[src/rtl/credit_start_sequencer.sv]
// Game-level controller: coin credits with lockout, ATTRACT/READY/PLAY sequencing,
// 2P turn tracking and rate-limited autofire, all outputs registered.
module credit_start_sequencer #(
    parameter int unsigned MAX_CREDITS     = 9,
    parameter int unsigned CREDIT_W        = 4,
    parameter int unsigned COIN_LOCKOUT    = 64,
    parameter int unsigned AUTOFIRE_PERIOD = 16
) (
    input  logic                clk_i,
    input  logic                rst_i,
    input  logic                coin_i,
    input  logic                p1_start_i,
    input  logic                p2_start_i,
    input  logic                fire_i,
    input  logic                turn_end_i,
    input  logic                game_over_i,
    output logic [CREDIT_W-1:0] credits_o,
    output logic [1:0]          state_o,
    output logic                two_player_o,
    output logic                active_player_o,
    output logic                start_pulse_o,
    output logic                fire_pulse_o,
    output logic                coin_locked_o
);

    localparam int unsigned LOCK_W = $clog2(COIN_LOCKOUT + 1);
    localparam int unsigned AF_W   = $clog2(AUTOFIRE_PERIOD + 1);

    localparam logic [1:0] ST_ATTRACT = 2'b00;
    localparam logic [1:0] ST_READY   = 2'b01;
    localparam logic [1:0] ST_PLAY    = 2'b10;

    localparam logic [CREDIT_W-1:0] MAX_C = CREDIT_W'(MAX_CREDITS);

    logic                coin_q, p1_q, p2_q, fire_q;
    logic [1:0]          state_q, state_d;
    logic [CREDIT_W-1:0] credits_q, credits_d;
    logic                two_player_q, two_player_d;
    logic                active_q, active_d;
    logic                start_pulse_q, start_pulse_d;
    logic                fire_pulse_q, fire_pulse_d;
    logic [LOCK_W-1:0]   lock_cnt_q, lock_cnt_d;
    logic                coin_locked_q, coin_locked_d;
    logic [AF_W-1:0]     af_cnt_q, af_cnt_d;

    logic                coin_rise, p1_rise, p2_rise, fire_rise;
    logic                coin_add, start1, start2;
    logic [CREDIT_W-1:0] credits_sat;

    assign coin_rise = coin_i & ~coin_q;
    assign p1_rise   = p1_start_i & ~p1_q;
    assign p2_rise   = p2_start_i & ~p2_q;
    assign fire_rise = fire_i & ~fire_q;

    // Coin credit after saturation; start cost is judged on the pre-coin count
    assign coin_add    = coin_rise & ~coin_locked_q;
    assign credits_sat = (coin_add && (credits_q < MAX_C)) ? credits_q + CREDIT_W'(1) : credits_q;
    assign start1      = p1_rise && (credits_q >= CREDIT_W'(1));
    assign start2      = p2_rise && (credits_q >= CREDIT_W'(2));

    always_ff @(posedge clk_i or posedge rst_i) begin
        if (rst_i) begin
            coin_q        <= 1'b0;
            p1_q          <= 1'b0;
            p2_q          <= 1'b0;
            fire_q        <= 1'b0;
            state_q       <= ST_ATTRACT;
            credits_q     <= '0;
            two_player_q  <= 1'b0;
            active_q      <= 1'b0;
            start_pulse_q <= 1'b0;
            fire_pulse_q  <= 1'b0;
            lock_cnt_q    <= '0;
            coin_locked_q <= 1'b0;
            af_cnt_q      <= '0;
        end else begin
            coin_q        <= coin_i;
            p1_q          <= p1_start_i;
            p2_q          <= p2_start_i;
            fire_q        <= fire_i;
            state_q       <= state_d;
            credits_q     <= credits_d;
            two_player_q  <= two_player_d;
            active_q      <= active_d;
            start_pulse_q <= start_pulse_d;
            fire_pulse_q  <= fire_pulse_d;
            lock_cnt_q    <= lock_cnt_d;
            coin_locked_q <= coin_locked_d;
            af_cnt_q      <= af_cnt_d;
        end
    end

    // Next-state logic
    always_comb begin
        state_d = state_q;
        case (state_q)
            ST_ATTRACT: begin
                if (credits_sat != '0) state_d = ST_READY;
            end
            ST_READY: begin
                if (start1 || start2) state_d = ST_PLAY;
            end
            ST_PLAY: begin
                if (game_over_i) state_d = (credits_sat != '0) ? ST_READY : ST_ATTRACT;
            end
            default: state_d = ST_ATTRACT;
        endcase
    end

    // Datapath and registered-output next values
    always_comb begin
        credits_d     = credits_sat;
        two_player_d  = two_player_q;
        active_d      = active_q;
        start_pulse_d = 1'b0;
        fire_pulse_d  = 1'b0;
        af_cnt_d      = '0;
        lock_cnt_d    = lock_cnt_q;

        if (coin_add)                lock_cnt_d = LOCK_W'(COIN_LOCKOUT - 1);
        else if (lock_cnt_q != '0)   lock_cnt_d = lock_cnt_q - LOCK_W'(1);
        coin_locked_d = (lock_cnt_d != '0);

        case (state_q)
            ST_READY: begin
                if (start2) begin
                    credits_d     = credits_sat - CREDIT_W'(2);
                    two_player_d  = 1'b1;
                    active_d      = 1'b0;
                    start_pulse_d = 1'b1;
                end else if (start1) begin
                    credits_d     = credits_sat - CREDIT_W'(1);
                    two_player_d  = 1'b0;
                    active_d      = 1'b0;
                    start_pulse_d = 1'b1;
                end
            end
            ST_PLAY: begin
                if (game_over_i)                    active_d = 1'b0;
                else if (turn_end_i && two_player_q) active_d = ~active_q;
            end
            default: ;
        endcase

        // Autofire only while staying in PLAY, so a leaving game drops the pulse at once
        if ((state_q == ST_PLAY) && (state_d == ST_PLAY)) begin
            if (fire_rise) begin
                fire_pulse_d = 1'b1;
                af_cnt_d     = AF_W'(AUTOFIRE_PERIOD - 1);
            end else if (fire_i) begin
                if (af_cnt_q == '0) begin
                    fire_pulse_d = 1'b1;
                    af_cnt_d     = AF_W'(AUTOFIRE_PERIOD - 1);
                end else begin
                    af_cnt_d = af_cnt_q - AF_W'(1);
                end
            end
        end
    end

    assign credits_o       = credits_q;
    assign state_o         = state_q;
    assign two_player_o    = two_player_q;
    assign active_player_o = active_q;
    assign start_pulse_o   = start_pulse_q;
    assign fire_pulse_o    = fire_pulse_q;
    assign coin_locked_o   = coin_locked_q;

endmodule

[config.mk]
export PLATFORM = sky130hd
export DESIGN_NAME = credit_start_sequencer
export DESIGN_NICKNAME = d
export VERILOG_FILES = /design/src/rtl/credit_start_sequencer.sv
export SDC_FILE = /design/constraint.sdc
export NUM_CORES = 1
export LEC_CHECK = 0
export CAP_MARGIN = 20
export CORE_UTILIZATION = 49
export CTS_BUF_LIST = sky130_fd_sc_hd__clkbuf_16
export CTS_CLUSTER_DIAMETER = 40
export DETAILED_ROUTE_END_ITERATION = 8
export PLACE_DENSITY = 0.75
export SLEW_MARGIN = 20
export SYNTH_ARGS = -nofsm -noshare
export SYNTH_HDL_FRONTEND = slang
export SYNTH_SLANG_ARGS = --single-unit
[constraint.sdc]
create_clock -name clk_i -period 2.03 [get_ports clk_i]
set_input_delay 0.406 -clock clk_i [delete_from_list [all_inputs] [get_ports clk_i]]
set_output_delay 0.406 -clock clk_i [all_outputs]
set_load 0.005 [all_outputs]
---- Yosys cells after proc, flatten, opt, wreduce, memory -nomap -nowiden ----
Index checks and enable logic that the tools add are counted.
storage, ports and cells
  register bits after elaboration ......... 27
  output and inout port bits .............. 11
  logic and storage cells ................. 80
operators by class
  $add $sub $neg .......................... 5
  $lt $le $gt $ge ......................... 3
  eq/ne operators ......................... 5
  mux-type cells .......................... 28
  bitwise operators ....................... 11
  reductions and logical operators ........ 15
operators by type and width
  cell                 count
  $mux 5               4
  $mux 4               4
  $mux 7               2
  $reduce_bool 7->1    2
  $mux 1               13
  $sub 7x1->7 const B  1
  $mux 2               3
  $ne 3x3->1 const B   2
  $not 1->1            6
  $pmux 2 s3           1
  $and 1x1->1          5
  $logic_and 1x1->1    5
  $logic_not 5->1      1
  $sub 5x1->5 const B  1
  $add 4x1->4 const B  1
  $eq 2x2->1 const B   2
  $ge 4x1->1 const B   1
  $ge 4x2->1 const B   1
  $lt 4x4->1 const B   1
  $reduce_bool 2->1    2
  $reduce_bool 4->1    1
  $sub 4x1->4 const B  1
  $sub 4x2->4 const B  1
  $reduce_and 3->1     1
  other kinds (5)      5

---- Logic depth before layout (Yosys ltp) ----
Gate-level depths: netlist (run 1).
  depth after elaboration ................. 12
  mapped depth ............................ 9
  mapped depth without buffers ............ 9

---- Worst setup path before layout (run 1) ----
No wires, ideal clock.
  kind .................................... input to register
  start point ............................. input port coin_i
  end point ............................... register credits_q[2], in the netlist credits_o[2]
  library setup time ...................... 0.087 ns
  arrival ................................. 2.036 ns
  required time ........................... 1.943 ns
  setup slack ............................. -0.094 ns
  stages .................................. 8
  path buffers ............................ 1
  cells stage by stage .................... or3b_1 buf_2 a21oi_2 mux2i_1 ha_1 a21oi_1 nand2b_1 a22oi_1
between the ends
  word-level cells in the longest chain between the ends .. 8
  elaborated cells between the ends (all ways) .. 9
  classes of those cells .................. 2 x add/sub; 4 x mux; 2 x bitwise; 1 x reduce/logical
ends and longest elaborated chain
  what                    RTL line  text
  start: declaration      11        input logic coin_i,
  $and 1x1->1 *           50        assign coin_rise = coin_i & ~coin_q;
  $and 1x1->1 *           56        assign coin_add = coin_rise & ~coin_locked_q;
  $logic_and 1x1->1 *     57        assign credits_sat = (coin_add && (credits_q < MAX_C)) ? credits_q + CREDIT_W'(1) : credits_q;
  $mux 4 *                57
  $sub 4x1->4             132       credits_d = credits_sat - CREDIT_W'(1);
  $mux 4                  131       end else if (start1) begin
  $mux 4                  126       if (start2) begin
  $mux 4 *                124       case (state_q)
  named net credits_d[2]  37        logic [CREDIT_W-1:0] credits_q, credits_d;
  end signal: assignment  82        credits_q <= credits_d;
  end: declaration        37
The timed path passes the listed nets; every way through them passes the cells marked *.
A chain may end at the register's enable or synchronous reset.

---- Worst setup path after layout (run 1) ----
  start point ............................. register coin_q
  end point ............................... register credits_q[2], in the netlist credits_o[2]
between the ends
  word-level cells in the longest chain between the ends .. 9
  elaborated cells between the ends (all ways) .. 10
  classes of those cells .................. 2 x add/sub; 4 x mux; 3 x bitwise; 1 x reduce/logical
ends and longest elaborated chain
  what                      RTL line  text
  start: declaration        35        logic coin_q, p1_q, p2_q, fire_q;
  start signal: assignment  77        coin_q <= coin_i;
  $not 1->1 *               50
  $and 1x1->1 *             50
  $and 1x1->1 *             56
  $logic_and 1x1->1 *       57
  $mux 4 *                  57
  $sub 4x1->4               132
  $mux 4                    131
  $mux 4                    126
  $mux 4 *                  124
  named net credits_d[2]    37
Marked as above.

==> summary.txt, run 1 <==
Power and ir drop
  • Sequential share of power: 35.1%
  • Sw Share: 34.2%
  • LEAKAGE: 0.838 nW
  • Pwr per Cell Area: 1140 mW/mm²
  • Clk pwr share: 20.4%
  • Internal power: 0.00143 W
  • Switching pwr: 0.000747 W
  • Comb power frac: 44.6%
  • Max VDD drop: 0.917 mV
  • Final Total Pwr: 0.00218 W

GRT
  • Grt total ovfl: 0
  • Vias in the first global route: 1118
  • Global Route Usage Sum: 20.5%
  • Maximum number of pins on one net before global-route repair: 18
  • Antenna violations before repair: 0
  • Global-route wire length before repair: 5070 µm

Logic synthesis
  • Yosys warnings: 0
  • Most used DFF post-synth: dfrtp_1
  • Yosys top cell area share: 46.6%
  • Mean Syn Cell Area: 10.4 µm²
  • Syn Nets: 158
  • Synth area leader: dfrtp_1
  • Distinct cells, synth: 39
  • Synth Cell Area: 0.00145 mm²
  • Post-Synthesis Cells: 139
  • Synth top area cells: dfrtp_1, ha_1, xnor2_1
  • Asr flop ratio synth: 100%
  • Sequential fraction of the synthesis area: 46.6%
  • Number of enable flip-flop cells after synthesis: 0
  • #FFs+latches synth: 27

STA
  • Clock skew: 0.00226 ns
  • RSZ-0062 raised after global routing: true
  • Min cycle time layout: 2.05 ns
  • Hold Violations, Final: 0
  • Post-route setup slack: -0.0215 ns
  • Slew Limit Fails: 0
  • Worst slew pin tran: 0.673 ns
  • Hold WS: 0.409 ns
  • Fmax: 487 MHz
  • Setup TNS: -0.0215 ns
  • Normalized max-slew margin: 55.0%
  • Period utilization: 101%
  • Final setup vio count: 1

Die
  • DIE AREA: 0.00318 mm²
  • Core area: 0.00278 mm²
  • Initial core utilization: 52.1%
  • Die Y: 56.4 µm
  • # rows: 19
  • Top Ports: 19
  • Width of the chip: 56.4 µm

Clock network
  • # hold bufs at CTS: 0
  • Clk sinks: 27
  • Num CTS Buffers: 3
  • CTS tree: built
  • Clock Tree Root: clkbuf_16
  • Clock latency on the worst-skew pair: 0.26 ns
  • H-tree depth: 1
  • CTS max path bufs: 2
  • Clock transition at path regs: 0.06 ns

Setup path
  • Worst r2r path cells: 7
  • Critical-path cell with the highest stage delay: or3b_4
  • CP Capture Point: credits_o[2]
  • Critical path cell sequence: or3b_4, a21oi_4, mux2i_4, ha_2, a21oi_2, nand2b_4, a22oi_2
  • RR Endpoint: credits_o[2]
  • WP data required: 2.21 ns
  • Critical Path AT: 2.23 ns
  • Worst setup SP type: flop
  • Worst r2r src: coin_q
  • Worst Setup SP: coin_q
  • Critical path fanouts, max: 5
  • Critical path type: reg -> reg
  • Setup slack, reg-to-reg: -0.02 ns
  • Worst setup EP type: flop
  • Slowest stage delay, CP: 0.42 ns

Routing
  • Vias per cell: 5.72
  • First-pass DRT Iterations: 4
  • DRT Wirelength: 3040 µm
  • DR WL/cell: 15.0 µm
  • DRT iter0 DRCs: 51
  • Antenna viol nets, final: 0
  • DR DRC count: 0
  • DR vias: 1161

Finish
  • FILL cells: 209
  • # diodes: 0
  • Final nets: 192
  • Share of layout cells above drive strength 1: 23.3%
  • Area added between synthesis and finish: 31.8%
  • Core Util, Final: 68.7%

Flow run
  • Max_cap viols: 0

Run status
  • Outcome: finished with violations
  • Failing checks: negative setup slack

Placed design
  • Port Buffers: 18
  • Hpwl dp: 2110 µm
  • DP Worst Slack: -0.502 ns
  • Gpl congestion: 0.907

Worst hold path
  • Worst Hold Class: in -> reg
-- kinds of logic after synthesis --
logic type	after synthesis	share of synthesized area, %
buf+inv	14	4.31
mux	2	1.38
compound gates	30	15.0
fa+ha+maj	11	9.49
simple gates	45	17.2
xor+xnor	10	6.04
flops	27	46.6
-- synth_stat cells, types with 2 or more instances --
library cell  count
dfrtp_1          27
a21oi_1           3
o21ai_1           2
nor3_1            3
xnor2_1           7
o31ai_1           2
inv_1            10
a41oi_1           2
nor4b_1           2
a22oi_1           2
nand3_1           5
nor2_1            9
or4_1             2
nand2_1           9
and2_1            2
xor2_1            3
nand2b_1          6
o21ai_0           9
ha_1             11
buf_2             2
nand3b_1          2
mux2i_1           2
-- cell type report --
| class | count | area (µm²) | share of cell area, % |
|---|---|---|---|
| clock buffer | 3 | 75.1 | 3.93 |
| clock inverter | 1 | 5.00 | 0.262 |
| inverter | 11 | 41.3 | 2.16 |
| multi-input combinational | 98 | 779 | 40.8 |
| sequential | 27 | 676 | 35.3 |
| tap | 31 | 38.8 | 2.03 |
| timing repair buffer | 32 | 297 | 15.5 |
-- cell usage in the layout (no fill, tap or decap), types with 3 or more instances in the layout --
| cell type | Yosys | final |
|---|---|---|
| buf_4 | 0 | 13 |
| clkbuf_16 | 0 | 3 |
| clkdlybuf4s50_1 | 0 | 17 |
| dfrtp_1 | 27 | 27 |
| ha_1 | 11 | 9 |
| inv_1 | 10 | 8 |
| inv_2 | 1 | 3 |
| nand2_1 | 9 | 9 |
| nand2b_1 | 6 | 4 |
| nand3_1 | 5 | 5 |
| nor2_1 | 9 | 9 |
| nor3_1 | 3 | 3 |
| o21ai_0 | 9 | 8 |
| o21ai_1 | 2 | 3 |
| xnor2_1 | 7 | 7 |
| xor2_1 | 3 | 3 |
-- power by group through the flow --
stage	Combinational, W	Clock (W)	Sequential, W
5_1_grt	0.00106	0.000470	0.000780
3_5_place_dp	0.000841	0	0.000755
4_1_cts	0.000871	0.000445	0.000747
2_1_floorplan	0.000444	0	0.000765
6_report	0.000971	0.000444	0.000765
3_3_place_gp	0.000817	0	0.000755
-- worst min path at each step --
stage / start / end / cells after the start
after CTS: coin_i / coin_q / 1
after detailed placement: af_cnt_q[0] / af_cnt_q[0] / 1
after global routing: coin_i / coin_q / 1
final: coin_i / coin_q / 1
after global placement: af_cnt_q[0] / af_cnt_q[0] / 1
after floorplan: coin_i / coin_q / 0
-- through the flow --
stage | std cells | cell area, µm²
4_1_cts | 201 | 1850
5_1_grt | 203 | 1910
3_3_place_gp | 195 | 1760
2_1_floorplan | 139 | 1470
6_report | 203 | 1910
3_5_place_dp | 195 | 1760
-- sequential cells by signal, summed over array words and instances, names as in the netlist --
signal	cells
fire_pulse_o	1
coin_q	1
credits_o	4
p2_q	1
state_o	2
start_pulse_o	1
p1_q	1
two_player_o	1
fire_q	1
active_player_o	1
coin_locked_o	1
af_cnt_q	5
lock_cnt_q	7
-- layer usage --
metal / vias to the layer above / GRT usage, % / part of all wire, %
li1: 552 / - / -
met1: 577 / 25.5 / 43
met2: 28 / 35.9 / 52
met3: 4 / 4.15 / 3.8
met4: 0 / 5.92 / 1.0
met5: - / 0 / 0
-- timing repair --
item | 4_1_cts | 5_1_grt
resized for setup | 2 | 12
buffers inserted | 2 | 2
setup endpoints to repair | 3 | 4
hold endpoints to repair | 0 | 0
pin swaps | 3 | 4
-- worst max-delay path: cells and delay by family (launching register included) --
| family | cells | cell delay (ns) |
|---|---|---|
| compound gates | 3 | 0.45 |
| fa+ha+maj | 1 | 0.25 |
| flops | 1 | 0.39 |
| mux | 1 | 0.32 |
| simple gates | 2 | 0.57 |
No activity file was read; power rests on OpenSTA's default activity.
==> run 2: changes to the inputs <==
- PLACE_DENSITY: 0.75 -> 0.74
==> run 2 against run 1 <==
The run still ends with negative setup slack left. Setup slack worse by 0.0074 ns. Final area grew 3.7%. Flip-flop and latch count stayed put. Clock-buffer cell count is the same. Cell count is 0.49% higher. Total power grew 7.8%. Via count fell by 1.6%. Sequential share of layout area down 1.2 points. Critical path type unchanged. Largest power group unchanged.
==> summary.txt, run 2 (same netlist as run 1, synthesis figures left out) <==
GRT
  • Grt total ovfl: 0
  • Global-route wire length before repair: 5180 µm
  • Maximum number of pins on one net before global-route repair: 28
  • Global Route Usage Sum: 21.5%
  • Antenna violations before repair: 0
  • Vias in the first global route: 1123

Setup path
  • Worst r2r src: coin_locked_o
  • Critical path type: reg -> reg
  • Setup slack, reg-to-reg: -0.03 ns
  • Worst setup EP type: flop
  • Critical path fanouts, max: 4
  • Worst setup SP type: flop
  • Critical Path AT: 2.24 ns
  • WP data required: 2.21 ns
  • RR Endpoint: credits_o[1]
  • Worst r2r path cells: 8

Clock network
  • CTS tree: built
  • Num CTS Buffers: 3
  • Clock latency on the worst-skew pair: 0.26 ns
  • Clk sinks: 27
  • Clock Tree Root: clkbuf_16
  • CTS max path bufs: 2
  • Clock transition at path regs: 0.06 ns
  • H-tree depth: 1

Routing
  • DRT iter0 DRCs: 35
  • Antenna viol nets, final: 0
  • DRT Wirelength: 3270 µm
  • DR WL/cell: 16.0 µm
  • DR DRC count: 0
  • First-pass DRT Iterations: 4
  • DR vias: 1143
  • Vias per cell: 5.60

STA
  • Clock skew: 0.00249 ns
  • Normalized max-slew margin: 52.6%
  • Worst slew pin tran: 0.710 ns
  • Hold Violations, Final: 0
  • Fmax: 486 MHz
  • Period utilization: 101%
  • Min cycle time layout: 2.06 ns
  • Post-route setup slack: -0.0289 ns
  • RSZ-0062 raised after global routing: true
  • Final setup vio count: 3
  • Slew Limit Fails: 0

Placed design
  • Gpl congestion: 0.885
  • DP Worst Slack: -0.539 ns
  • Port Buffers: 18
  • Hpwl dp: 2090 µm

Die
  • DIE AREA: 0.00318 mm²
  • # rows: 19
  • Width of the chip: 56.4 µm
  • Initial core utilization: 52.1%
  • Top Ports: 19
  • Die Y: 56.4 µm
  • Core area: 0.00278 mm²

Finish
  • Final nets: 193
  • # diodes: 0
  • Share of layout cells above drive strength 1: 24.9%
  • Area of the multi-input gates: 843 µm²
  • Largest Register: lock_cnt_q
  • Core Util, Final: 71.3%
  • Commonest non-fill, non-tap cell in the layout: dfrtp_1
  • FILL cells: 184
  • Storage element area: 676 µm²
  • Most frequent cells in the layout: dfrtp_1, clkdlybuf4s50_1, buf_4
  • Max reg flops: 7
  • Area added between synthesis and finish: 36.7%

Power and ir drop
  • Pwr per Cell Area: 1190 mW/mm²
  • Max VDD drop: 0.985 mV
  • LEAKAGE: 0.848 nW

Worst hold path
  • Hold endpoint: coin_q
  • Min-Delay Path Depth: 1
  • Start point of the worst hold path: coin_i
  • Worst Hold Class: in -> reg

Run status
  • Outcome: finished with violations
  • Failing checks: negative setup slack

Flow run
  • Max_cap viols: 0
run 2: worst max-delay path by stage:
| stage | end | depth (start not counted) | start |
|---|---|---|---|
| 2_1_floorplan | credits_o[2] | 8 | coin_i |
| 3_3_place_gp | credits_o[2] | 8 | coin_i |
| 3_5_place_dp | credits_o[2] | 8 | coin_i |
| 4_1_cts | credits_o[2] | 7 | coin_q |
| 5_1_grt | credits_o[2] | 10 | credits_o[1] |
| 6_report | credits_o[1] | 8 | coin_locked_o |
run 2: worst max-delay path: stages (launching register included):
cell	delay, ns
dfrtp_1	0.40
or3b_4	0.42
a21oi_4	0.18
mux2i_4	0.36
buf_6	0.16
ha_4	0.19
nand3_2	0.06
o21ai_2	0.06
a22oi_2	0.14
run 2: layout make-up:
type | instances | share of cell area, %
sequential | 27 | 34.1
multi-input combinational | 98 | 42.6
clock buffer | 3 | 3.79
tap | 31 | 1.96
clock inverter | 1 | 0.253
timing repair buffer | 33 | 15.3
inverter | 11 | 2.08
run 2: power by group:
part | leakage (nW) | total, W | internal (W) | switching [W]
clock | 0.0409 | 0.000441 | 0.000266 | 0.000176
sequential | 0.328 | 0.000761 | 0.000639 | 0.000122
combinational | 0.478 | 0.00115 | 0.000606 | 0.000542
total | 0.848 | 0.00235 | 0.00151 | 0.000840
run 2: stage by stage:
step	total power, W	hold WS [ns]	instances	setup TNS [ns]	area [µm²]
after floorplan	0.00121	0.437	139	0	1470
after global placement	0.00158	0.472	195	-1.55	1750
after detailed placement	0.00161	0.474	195	-1.74	1750
after CTS	0.00209	0.404	201	0	1850
after global routing	0.00248	0.404	204	-0.441	1980
final	0.00235	0.408	204	-0.0584	1980
run 2: per-layer routing:
| layer | up-vias | part of all wire (%) | track usage, % |
|---|---|---|---|
| met4 | 0 | 1.3 | 8.36 |
| li1 | 556 | - | - |
| met1 | 560 | 43 | 24.8 |
| met3 | 4 | 2.7 | 4.38 |
| met5 | - | 0 | 0 |
| met2 | 23 | 53 | 38.9 |
run 2: timing repair:
item	CTS	global route
hold buffers	0	0
setup endpoints to repair	3	4
cloned	0	0
setup buffers	2	4
resized for setup	3	19
pin swaps	1	8
